`src/rtl/controlador_movimento_porta.sv`:
```
// Elevator motion and door sequencer.
// Takes the selected target floor and the "request at this floor" flag from the
// request memory stage. It drives the car one floor at a time and runs the
// door dwell timer. Its outputs feed back into the memory stage.
// Every arrival passes through PARADO for one cycle. This lets a request
// raised at an intermediate floor stop the car there.
module controlador_movimento_porta #(
    parameter int CICLOS_ANDAR = 8,   // cycles to travel one floor (>= 2)
    parameter int CICLOS_PORTA = 5    // unobstructed door dwell in cycles (>= 2)
) (
    input  logic       clock_in,
    input  logic       reset_n,
    input  logic [1:0] proximo_andar,
    input  logic       andar_solicitado,
    input  logic       obstrucao_porta,
    output logic [1:0] andar_atual,
    output logic       movimento_elevador,
    output logic       em_movimento,
    output logic       indicador_porta_aberta,
    output logic       porta_fechada
);

    // One counter is shared by the floor timer and the door timer. It is
    // sized for the longer of the two intervals.
    localparam int CICLOS_MAX = (CICLOS_ANDAR > CICLOS_PORTA) ? CICLOS_ANDAR : CICLOS_PORTA;
    localparam int CW         = (CICLOS_MAX > 1) ? $clog2(CICLOS_MAX) : 1;

    localparam logic [CW-1:0] ULT_ANDAR = CW'(CICLOS_ANDAR - 1);
    localparam logic [CW-1:0] ULT_PORTA = CW'(CICLOS_PORTA - 1);

    typedef enum logic [1:0] {
        PARADO  = 2'd0,
        MOVENDO = 2'd1,
        ABERTA  = 2'd2
    } estado_t;

    estado_t       estado;
    logic [CW-1:0] contador;

    // Sequencer: state, timers and all outputs are updated together so every
    // output is a flop.
    always_ff @(posedge clock_in or negedge reset_n) begin
        if (!reset_n) begin
            estado                 <= PARADO;
            contador               <= '0;
            andar_atual            <= 2'd0;
            movimento_elevador     <= 1'b1;
            em_movimento           <= 1'b0;
            indicador_porta_aberta <= 1'b0;
            porta_fechada          <= 1'b1;
        end else begin
            case (estado)
                PARADO: begin
                    contador <= '0;
                    // A request at this floor wins over leaving for another one.
                    if (andar_solicitado) begin
                        estado                 <= ABERTA;
                        indicador_porta_aberta <= 1'b1;
                        porta_fechada          <= 1'b0;
                    end else if (proximo_andar != andar_atual) begin
                        estado             <= MOVENDO;
                        em_movimento       <= 1'b1;
                        movimento_elevador <= (proximo_andar > andar_atual);
                    end
                end

                MOVENDO: begin
                    // Direction stays latched until the next floor is reached.
                    // The target is not looked at again until PARADO.
                    if (contador == ULT_ANDAR) begin
                        contador     <= '0;
                        estado       <= PARADO;
                        em_movimento <= 1'b0;
                        // Saturating step. The boundary cases cannot occur
                        // with a sane target, but they must never wrap.
                        if (movimento_elevador) begin
                            if (andar_atual != 2'd3)
                                andar_atual <= andar_atual + 2'd1;
                        end else begin
                            if (andar_atual != 2'd0)
                                andar_atual <= andar_atual - 2'd1;
                        end
                    end else begin
                        contador <= contador + 1'b1;
                    end
                end

                ABERTA: begin
                    // An obstruction restarts the full dwell.
                    // andar_solicitado is ignored here; the memory stage
                    // clears it while the door is open.
                    if (obstrucao_porta) begin
                        contador <= '0;
                    end else if (contador == ULT_PORTA) begin
                        contador               <= '0;
                        estado                 <= PARADO;
                        indicador_porta_aberta <= 1'b0;
                        porta_fechada          <= 1'b1;
                    end else begin
                        contador <= contador + 1'b1;
                    end
                end

                default: begin
                    // The unused encoding falls back to a safe, closed, stationary state.
                    estado                 <= PARADO;
                    contador               <= '0;
                    em_movimento           <= 1'b0;
                    indicador_porta_aberta <= 1'b0;
                    porta_fechada          <= 1'b1;
                end
            endcase
        end
    end

endmodule

```
`config.mk`:
```
export PLATFORM = sky130hd
export DESIGN_NAME = controlador_movimento_porta
export DESIGN_NICKNAME = d
export VERILOG_FILES = /design/src/rtl/controlador_movimento_porta.sv
export SDC_FILE = /design/constraint.sdc
export NUM_CORES = 1
export LEC_CHECK = 0
export CAP_MARGIN = 10
export CORE_AREA = 2 2 48 50
export DETAILED_ROUTE_END_ITERATION = 8
export DIE_AREA = 0 0 50 52
export PLACE_DENSITY_LB_ADDON = 0.1
export SYNTH_ARGS = -nofsm -noshare
export SYNTH_HDL_FRONTEND = slang
export SYNTH_SLANG_ARGS = --single-unit
```
`constraint.sdc`:
```
create_clock -name clock_in -period 1.5 [get_ports clock_in]
set_clock_uncertainty 0.1 [all_clocks]
set_input_delay 0.225 -clock clock_in [delete_from_list [all_inputs] [get_ports clock_in]]
set_output_delay 0.225 -clock clock_in [all_outputs]
set_load 0.02 [all_outputs]
```
==> summary.md, run 1 <==
| Metric | Value |
|---|---|
| Outcome | complete, but fails checks |
| Failing checks | negative setup slack |
| Clock root buffer | clkbuf_4 |
| Unrepaired setup endpoints after global routing | yes |
| CTS Sinks | 11 |
| Fmax | between 600 and 700 MHz |
| CTS max path bufs | 2 |
| CP Max Fanout | 7 |
| Syn nets | around 80 |
| Reg2Reg Setup Slack | -0.02 ns |
| Die W | about 50 µm |
| Syn Area/Cell | 10.2 µm² |
| Largest net degree at the start of global routing | 9 |
| All-layer global routing usage | 0.137 |
| Pwr Density | ~1600 nW/µm² |
| Die height | about 52 µm |
| Routability congestion estimate | between 0.7 and 0.8 |
| R2R depth | 5 |
| Final worst setup slack | -0.0166 ns |
| Remaining Overflow, GRT | 0 |
| Hold Crit Class | in2async |
| Hold buffers post-CTS | 0 |
| Setup TNS | -0.0448 ns |
| PortBufs | 11 |
| Slowest cell on the critical path | dfrtp_1 |
| Top cells by area, synth | dfrtp_1 33%, ha_1 15%, dfstp_2 7.7%, inv_1 4.9%, a21oi_1 4.4% |
| Worst EP required | around 1.6 ns |
| First-pass GRT wire length | 2650 µm |
| Nets | about 110 |
| Area of the mapped netlist | just under 700 µm² |
| Drt pass-1 iters | 2 |
| Diode count | 0 |
| Fraction of layout cells with a size suffix above 1 | 0.308 |
| Wire per inst | between 10 and 15 µm |
| Max-slew violations | 0 |
| Ys Warns | 0 |
| Post-DRT Antenna Nets | 0 |
| Ports | 12 |
| DR vias | ~570 |
| Synthesis-to-layout area growth | 41.9% |
| CP max stage delay | 0.40 ns |
| Max_slew headroom | 0.824 |
| Final WL | between 1000 and 1500 µm |
| Setup violators final | 4 |
| CTS buffer count | 3 |
| Initial antenna violation count | 0 |
| Die area | 2600 µm² |
| H-tree lvl count | 1 |
| CTS tree | done |
| Post-synth cell types | 29 |
| Via/cell ratio | just under 5 |
| Post-route clock period utilization | 1.01 |
| Worst reg2reg path endpoint | estado[1] |
| Final Hold Fails | 0 |
| DRC violations left | 0 |
| Vias in the first global route | 560 |
| Core ar. | around 2100 µm² |
| Syn Inst Count | 67 |
| Top-area cell type share of the netlist area | 0.330 |
| Sequential cell area fraction in the yosys report | 0.407 |
| Final Power | between 0.0015 and 0.002 W |
| Filler Cells Inserted | a little over 200 |
| Max_cap viols | 0 |
| Pre-CTS setup slack | -0.269 ns |
| Min Clock Period, post-route | ~1.5 ns |
| Detailed router's first-iteration violation count | 5 |
| Std-Cell Rows | 17 |
| CP Capture Type | flop |
| Clk slew on worst S/H paths | roughly 0.080 ns |
| Yosys reg bits | 11 |
| Peak supply drop | around 740 µV |
| CP Launch Type | flop |
| Setup Crit Path Kind | reg2reg |
| Cell taking the most area after synthesis | dfrtp_1 |
| Pleak | roughly 0.45 nW |
| Initial cell density of the core | 0.324 |
| Util after Layout | 0.460 |
| Dpl hpwl | between 1000 and 1500 µm |
| Reg2reg start | contador[0] |
| Crit path arrival time | 1.58 ns |
| Worst path cell trace | ha_2 -> ha_4 -> nor2b_4 -> a211oi_2 -> a211o_1 |
| Slew @ Worst Pin | about 0.26 ns |
| Clk_lat worst skew | ~0.27 ns |
==> area by class of cell <==
class	instances	area (µm²)	area share
Tap cell	28	35.0	0.0361
Inverter	9	33.8	0.0348
Clock buffer	4	26.3	0.0271
Multi-Input combinational cell	45	410	0.423
Timing Repair Buffer	22	185	0.191
Sequential cell	11	279	0.288
==> state kept, by name (all words and copies together) (netlist names) <==
register and cells:
andar_atual 2, contador 3, em_movimento 1, estado 2, indicador_porta_aberta 1, movimento_elevador 1
porta_fechada 1
==> timing repair <==
| item | CTS | global route |
|---|---|---|
| setup buffers | 2 | 0 |
| pin swaps | 1 | 3 |
| endpoints found under the setup margin | 8 | 8 |
| resized for setup | 8 | 8 |
==> synthesized netlist by cell type <==
| master | count |
|---|---|
| dfrtp_1 | 9 |
| inv_1 | 9 |
| ha_1 | 8 |
| a21oi_1 | 6 |
| nand2_1 | 4 |
| o21ai_0 | 4 |
| a2bb2oi_1 | 2 |
| dfstp_2 | 2 |
| nand2b_1 | 2 |
| nor2_1 | 2 |
| a2111oi_2 | 1 |
| a211o_1 | 1 |
| a211oi_1 | 1 |
| a21o_1 | 1 |
| a221oi_1 | 1 |
| a31oi_1 | 1 |
| and2_1 | 1 |
| and4_1 | 1 |
| buf_2 | 1 |
| buf_6 | 1 |
| nand3b_1 | 1 |
| nor2b_1 | 1 |
| nor2b_4 | 1 |
| nor3b_1 | 1 |
| o2111ai_1 | 1 |
| o211a_1 | 1 |
| o32a_1 | 1 |
| o32a_2 | 1 |
| o32ai_1 | 1 |
==> cell usage in the layout, fill, tap and decap left out, drive strengths merged <==
master / instances
nor2: 2
nand2: 4
and2: 1
nand3b: 1
dlygate4sd2: 6
a211o: 1
dfrtp: 9
nand2b: 2
clkbuf: 4
a31oi: 1
o211a: 1
nor3b: 1
o2111ai: 1
dfstp: 2
a221oi: 1
and4: 1
a2111oi: 1
a21o: 1
clkdlybuf4s50: 5
a21oi: 6
ha: 8
buf: 11
inv: 9
o21ai: 4
o32ai: 1
a211oi: 1
a2bb2oi: 2
o32a: 2
nor2b: 2
==> cell families (layout without fill, tap and decap cells) <==
family | after synthesis | count (layout) | share of synthesized area
compound gates | 23 | 23 | 0.249
buf+inv | 11 | 35 | 0.0732
simple gates | 14 | 14 | 0.125
flops | 11 | 11 | 0.407
fa+ha+maj | 8 | 8 | 0.147
==> per-layer routing <==
metal / wire, µm / track usage
met1: 665 / 0.174
met2: 708 / 0.221
met3: 65 / 0.0316
met4: 19 / 0.0556
met5: 0 / 0
==> how the worst max path moves through the flow <==
stage | startpoint | end | slack [ns] | depth (start not counted)
global placement | proximo_andar[0] | em_movimento | -0.26 | 5
finish | contador[0] | estado[1] | -0.02 | 5
detailed placement | proximo_andar[0] | estado[0] | -0.27 | 5
global route | contador[0] | estado[1] | -0.13 | 6
CTS | contador[0] | estado[1] | -0.03 | 5
floorplan | estado[1] | em_movimento | 0.005 | 6
==> power breakdown <==
| group | total [W] | internal [W] | switching [W] |
|---|---|---|---|
| Clock | 0.000210 | 0.000103 | 0.000107 |
| Combinational | 0.000853 | 0.000438 | 0.000415 |
| Sequential | 0.000463 | 0.000407 | 0.0000557 |
| Total | 0.00153 | 0.000948 | 0.000578 |
==> through the flow <==
stage               hold slack, ns  instances  cell area, µm²
finish                      0.0708        119             970
global route                0.0675        119             970
CTS                         0.0765        119             922
detailed placement           0.362        113             883
global placement             0.354        113             883
floorplan                   -0.171         67             687
==> worst max-delay path, delay by kind of cell (launching register included) <==
family          cells  cell delay [ns]
compound gates      2             0.32
fa+ha+maj           2             0.36
flops               1             0.40
simple gates        1             0.23
Power figures use the tool's default switching activity.
==> run 2: changes to the inputs <==
- MAX_ROUTING_LAYER: default -> met4
- PLACE_DENSITY_LB_ADDON: 0.1 -> 0.3
==> summary.md, run 2 (synthesis results as in run 1) <==
| Metric | Value |
|---|---|
| Outcome | finished, final reports clean |
| Detailed router's first-iteration violation count | 4 (-1) |
| Final Hold Fails | 0 (unchanged) |
| Initial cell density of the core | 0.324 (unchanged) |
| All-layer global routing usage | 0.125 (-0.0115) |
| Final WL | 1480 µm (+1.4%) |
| Worst path cell trace | ha_2 -> ha_4 -> nor2b_4 -> a211oi_2 -> a211o_1 |
| CP Max Fanout | 7 (unchanged) |
| Nets | 103 (-2.8%) |
| DR vias | 576 (+0.35%) |
| Reg2Reg Setup Slack | 0.02 ns (+0.04 ns) |
| Max_slew headroom | 0.835 (+0.0111) |
| CP Launch Type | flop |
| First-pass GRT wire length | 2390 µm (-9.9%) |
| Core ar. | 2110 µm² (unchanged) |
| Post-route clock period utilization | 0.986 (-0.0246) |
| Hold buffers post-CTS | 0 (unchanged) |
| Min Clock Period, post-route | 1.48 ns (-0.0369 ns) |
| Remaining Overflow, GRT | 0 (unchanged) |
| Clock root buffer | clkbuf_4 |
| Synthesis-to-layout area growth | 44.0% |
| PortBufs | 11 (unchanged) |
| Hold Crit Class | in2async |
| Crit path arrival time | 1.53 ns (-0.05 ns) |
| Util after Layout | 0.467 (+0.00654) |
| Final worst setup slack | 0.0203 ns (+0.0369 ns) |
| Worst EP required | 1.55 ns (about the same) |
| Fraction of layout cells with a size suffix above 1 | 0.341 (+0.0332) |
| R2R depth | 5 (unchanged) |
| CTS buffer count | 3 (unchanged) |
| Largest net degree at the start of global routing | 12 (+3) |
| Diode count | 0 (unchanged) |
| Max-slew violations | 0 (unchanged) |
| Drt pass-1 iters | 2 (unchanged) |
| Setup violators final | 0 (-4) |
| DRC violations left | 0 (unchanged) |
| Pre-CTS setup slack | -0.289 ns (-0.0198 ns) |
| Std-Cell Rows | 17 (unchanged) |
| Top flop regs | contador x3, andar_atual x2, estado x2 |
| Die W | 50 µm (unchanged) |
| Hold slack | 0.149 ns (+0.0787 ns) |
| CP top delay family | flip-flops |
| Register with the most flip-flops | contador |
| Ports | 12 (unchanged) |
| Worst reg2reg path endpoint | estado[1] |
| Unrepaired setup endpoints after global routing | yes |
| Peak supply drop | 959 µV (+29%) |
| Most frequent cells in the layout | 8 x dfrtp_1, 8 x buf_4, 6 x inv_1, 6 x dlygate4sd2_1 |
| Slowest cell on the critical path | dfrtp_1 |
| Post-DRT Antenna Nets | 0 (unchanged) |
| Setup Crit Path Kind | reg2reg |
| CTS tree | done |
| Clk slew on worst S/H paths | 0.07 ns (about the same) |
| Max_cap viols | 0 (unchanged) |
| H-tree lvl count | 1 (unchanged) |
| Reg2reg start | contador[0] |
| CP Launch Point | contador[0] |
| Routability congestion estimate | 0.735 (+3.6%) |
| Clk_lat worst skew | 0.27 ns (about the same) |
| CTS Sinks | 11 (unchanged) |
| CP max stage delay | 0.40 ns (about the same) |
| Largest register FFs | 3 (unchanged) |
| Crit path buffers/inverters | 0 (unchanged) |
| Die height | 52 µm (unchanged) |
| CP Capture Type | flop |
| CTS max path bufs | 2 (unchanged) |
| Vias in the first global route | 527 (-5.9%) |
| Dpl hpwl | 1030 µm (-7.1%) |
| Initial antenna violation count | 0 (unchanged) |
| Pwr Density | 1520 nW/µm² (-3.2%) |
| Fmax | 676 MHz (+2.5%) |
| Via/cell ratio | 4.97 (+2.9%) |
| Slew @ Worst Pin | 0.247 ns (-0.0166 ns) |
| Wire per inst | 12.8 µm (+4.1%) |
| Die area | 2600 µm² (unchanged) |
| Pleak | 0.430 nW (-3.6%) |
[run 2: cell count changes in the layout (fill, tap and decap cells not counted), moves of 3 or more]
cell / previous run / this run
ha_1: 5 / 1
ha_4: 1 / 5
buf_4: 11 / 8
inv_1: 9 / 6
inv_2: 0 / 3
[run 2: cell type report]
type,instances,area (µm²)
clock buffers,4,26.3
fillers,209,1120
inverters,9,33.8
multi-input cells,45,447
flip-flops and latches,11,279
well taps,28,35.0
repair buffers,19,163
[run 2: metrics by stage]
step | instance area, µm² | cells | power, W | setup TNS, ns
after floorplan | 687 | 67 | 0.000985 | 0
after global placement | 861 | 110 | 0.00122 | -1.01
after detailed placement | 861 | 110 | 0.00123 | -1.13
after CTS | 935 | 116 | 0.00142 | -0.000309
after global routing | 983 | 116 | 0.00162 | -0.120
final | 983 | 116 | 0.00150 | 0
[run 2: what timing repair did]
| item | 4_1_cts | 5_1_grt |
|---|---|---|
| setup buffers | 2 | 0 |
| setup endpoints to repair | 9 | 8 |
| pin swaps | 4 | 5 |
| resized for setup | 11 | 11 |
| gates cloned | 0 | 0 |
[run 2: layer usage]
metal | vias up | GRT usage | wire, µm
met5 | - | - | 0
met2 | 14 | 0.197 | 667
li1 | 286 | - | -
met4 | 0 | 0.0139 | 0
met3 | 0 | 0.0431 | 68
met1 | 276 | 0.160 | 743
[run 2: worst max-delay path by stage]
stage	endpoint	slack (ns)	cells after the start
2_1_floorplan	em_movimento	0.005	6
3_3_place_gp	em_movimento	-0.26	5
3_5_place_dp	em_movimento	-0.29	5
4_1_cts	indicador_porta_aberta	-0.0003	6
5_1_grt	estado[0]	-0.05	5
6_report	estado[1]	0.02	5
[run 2: worst register-to-register path, cell delays in order (launching register included)]
cell      delay, ns
dfrtp_1        0.40
ha_2           0.20
ha_4           0.17
nor2b_4        0.22
a211oi_2       0.05
a211o_1        0.23
[run 2: power breakdown]
group / total (W) / switching (W) / internal (W)
clock network: 0.000206 / 0.000103 / 0.000103
registers: 0.000476 / 0.0000679 / 0.000408
logic: 0.000817 / 0.000407 / 0.000409
total: 0.00150 / 0.000578 / 0.000920
==> run 3: changes to the inputs <==
- ABC_AREA: default -> 1
==> summary.md, run 3 <==
| Metric | Value |
|---|---|
| Vias in the first global route | 544 (+3.2%) |
| Max_cap viols | 0 (unchanged) |
| Routability congestion estimate | 0.800 (+8.8%) |
| DRC violations left | 0 (unchanged) |
| Std-Cell Rows | 17 (unchanged) |
| Async SR Flop Fraction | 1.00 (unchanged) |
| PortBufs | 11 (unchanged) |
| Core ar. | 2110 µm² (unchanged) |
| Die height | 52 µm (unchanged) |
| Post-DRT Antenna Nets | 0 (unchanged) |
| DR vias | 586 (+1.7%) |
| Drt pass-1 iters | 4 (+2) |
| All-layer global routing usage | 0.124 (-0.000714) |
| Setup Crit Path Kind | reg2out |
| Peak supply drop | 757 µV (-21%) |
| Util after Layout | 0.428 (-0.0386) |
| Die W | 50 µm (unchanged) |
| Slowest cell on the critical path | dfstp_2 |
| Area of the mapped netlist | 707 µm² (+3.5%) |
| Final WL | 1330 µm (-9.9%) |
| Sequential cell area fraction in the yosys report | 0.393 (-0.0137) |
| Register with the most flip-flops | contador |
| Crit path buffers/inverters | 1 (+1) |
| CTS tree | done |
| Min Clock Period, post-route | 1.46 ns (-0.0197 ns) |
| EDFF count, synth | 0 (unchanged) |
| Top-count cell post-synth | nand2_1 |
| Synthesis-to-layout area growth | 27.6% |
| Setup Fix Bufs, Post-CTS | 0 (-2) |
| CP Launch Type | flop |
| Worst path cell trace | dlygate4sd2_1 |
| Pleak | 0.483 nW (+12%) |
| XOR/XNOR Fraction of Synth Area | 0 (unchanged) |
| Synth Area in Compound Gates | 0.0690 (-0.180) |
| CTS buffer count | 3 (unchanged) |
| Most common cell after layout, fill and taps aside | nand2_1 |
| CP Capture Type | output pin |
| Max_slew headroom | 0.822 (-0.0131) |
| CTS max path bufs | 2 (unchanged) |
| Setup violators final | 0 (unchanged) |
| Top-area cell type share of the netlist area | 0.319 (-0.0111) |
| Nets | 123 (+19%) |
| Outcome | finished, final reports clean |
| CP top delay family | flip-flops |
| Ports | 12 (unchanged) |
| Clock root buffer | clkbuf_4 |
| Reg2Reg Setup Slack | 0.10 ns (+0.08 ns) |
| Post-Synth Adder-Cell Area | 0.142 (-0.00493) |
| Fraction of layout cells with a size suffix above 1 | 0.222 (-0.119) |
| Max-slew violations | 0 (unchanged) |
| First-pass GRT wire length | 2300 µm (-3.8%) |
| Unrepaired setup endpoints after global routing | no |
| Die area | 2600 µm² (unchanged) |
| Simple-gate share of the synthesized area | 0.301 (+0.176) |
| CP max stage delay | 0.54 ns (+0.14 ns) |
| Clk_lat worst skew | 0.27 ns (about the same) |
| Most frequent cells in the layout | 20 x nand2_1, 15 x inv_1, 9 x nor2_1, 9 x dfrtp_1, 7 x ha_1 |
| Wire per inst | 9.80 µm (-23%) |
| Clk slew on worst S/H paths | 0.07 ns (about the same) |
| Post-route clock period utilization | 0.973 (-0.0132) |
| Diode count | 0 (unchanged) |
| Pwr Density | 1560 nW/µm² (+2.3%) |
| Crit path arrival time | 1.14 ns (-0.39 ns) |
| CP Max Fanout | 2 (-5) |
| Largest register FFs | 3 (unchanged) |
| H-tree lvl count | 1 (unchanged) |
| Mux cell area share after synthesis | 0 (unchanged) |
| Largest family of logic cells by synthesized area | simple AND/OR/NAND/NOR gates |
| Largest net degree at the start of global routing | 12 (unchanged) |
| Syn nets | 104 (+28%) |
| Syn Area/Cell | 7.85 µm² (-23%) |
| Syn Inst Count | 90 (+34%) |
| Remaining Overflow, GRT | 0 (unchanged) |
| Via/cell ratio | 4.31 (-13%) |
| Hold buffers post-CTS | 0 (unchanged) |
| Top cells by area, synth | dfrtp_1 32%, ha_1 14%, nand2_1 11%, inv_1 8.0%, dfstp_2 7.4% |
| Cell taking the most area after synthesis | dfrtp_1 |
| Top flop regs | contador x3, andar_atual x2, estado x2 |
| Slew @ Worst Pin | 0.266 ns (+0.0196 ns) |
| Final Cell Area | 902 µm² (-8.3%) |
| Worst EP required | 1.17 ns (-0.38 ns) |
| Initial antenna violation count | 0 (unchanged) |
| Fmax | 685 MHz (+1.4%) |
| Final Hold Fails | 0 (unchanged) |
| Detailed router's first-iteration violation count | 11 (+7) |
| Placed inst area | 875 µm² (+1.6%) |
| Hold Crit Class | in2async |
| Ys Warns | 0 (unchanged) |
| Commonest register cell after synthesis | dfrtp_1 |
| Post-synth cell types | 16 (-45%) |
| Yosys reg bits | 11 (unchanged) |
| Dpl hpwl | 1020 µm (-1.2%) |
| Initial cell density of the core | 0.336 (+0.0113) |
| Hold slack | 0.146 ns (-0.00313 ns) |
| Synth cell count leaders | 20 x nand2_1, 15 x inv_1, 9 x dfrtp_1, 9 x nor2_1, 8 x ha_1 |
| CTS Sinks | 11 (unchanged) |
run 3: cell count changes after synthesis, moves of 2 or more:
cell       change
nand2b_1       -2
inv_2          +3
nor2_2         +2
nand3_1        +2
o21ai_0        -2
inv_1          +6
nand3_2        +2
nor2_1         +7
nand2_2        +6
nand2_1       +16
a2bb2oi_1      -2
nand4_1        +2
run 3: area by class of cell:
cell class | count | area [µm²]
Inverter | 18 | 67.6
Timing Repair Buffer | 14 | 126
Multi-Input combinational cell | 61 | 369
Clock buffer | 4 | 26.3
Tap cell | 28 | 35.0
Sequential cell | 11 | 278
Fill cell | 213 | 1200
run 3: what timing repair did:
item / in CTS / in global routing
hold endpoints to repair: 0 / 0
setup endpoints to repair: 6 / 4
gates resized for setup: 6 / 3
pin swaps: 0 / 0
run 3: cell families (layout without fill, tap and decap cells):
| kind of cell | Yosys count | after routing |
|---|---|---|
| flops | 11 | 11 |
| simple gates | 44 | 44 |
| buf+inv | 18 | 36 |
| compound gates | 9 | 9 |
| fa+ha+maj | 8 | 8 |
run 3: layer usage:
layer,global-route usage,share of wire,up-vias
li1,-,-,312
met1,0.157,0.48,252
met2,0.186,0.43,20
met3,0.0345,0.077,2
met4,0.0556,0.0090,0
met5,-,0,-
run 3: worst paths after layout:
kind | to | cells past startpoint | start
max in group asynchronous | porta_fechada | 2 | reset_n
setup / recovery | porta_fechada | 1 | porta_fechada
setup reg to reg | estado[1] | 8 | estado[1]
min in group clock_in | porta_fechada | 2 | porta_fechada
hold / removal | estado[1] | 2 | reset_n
hold reg to reg | porta_fechada | 2 | porta_fechada
run 3: per-stage QoR:
step                      total power, W  setup WS (ns)  TNS (ns)  cells
final                            0.00141         0.0400         0    136
after detailed placement         0.00122         -0.138    -0.435    132
after global routing             0.00155       0.000670         0    136
after CTS                        0.00141         0.0333         0    136
after global placement           0.00122         -0.123    -0.357    132
after floorplan                 0.000986         0.0844         0     90
run 3: report_power, final:
group / leakage (nW) / internal (W) / switching, W
clock: 0.0150 / 0.000103 / 0.000106
combinational: 0.327 / 0.000292 / 0.000454
sequential: 0.141 / 0.000401 / 0.0000508
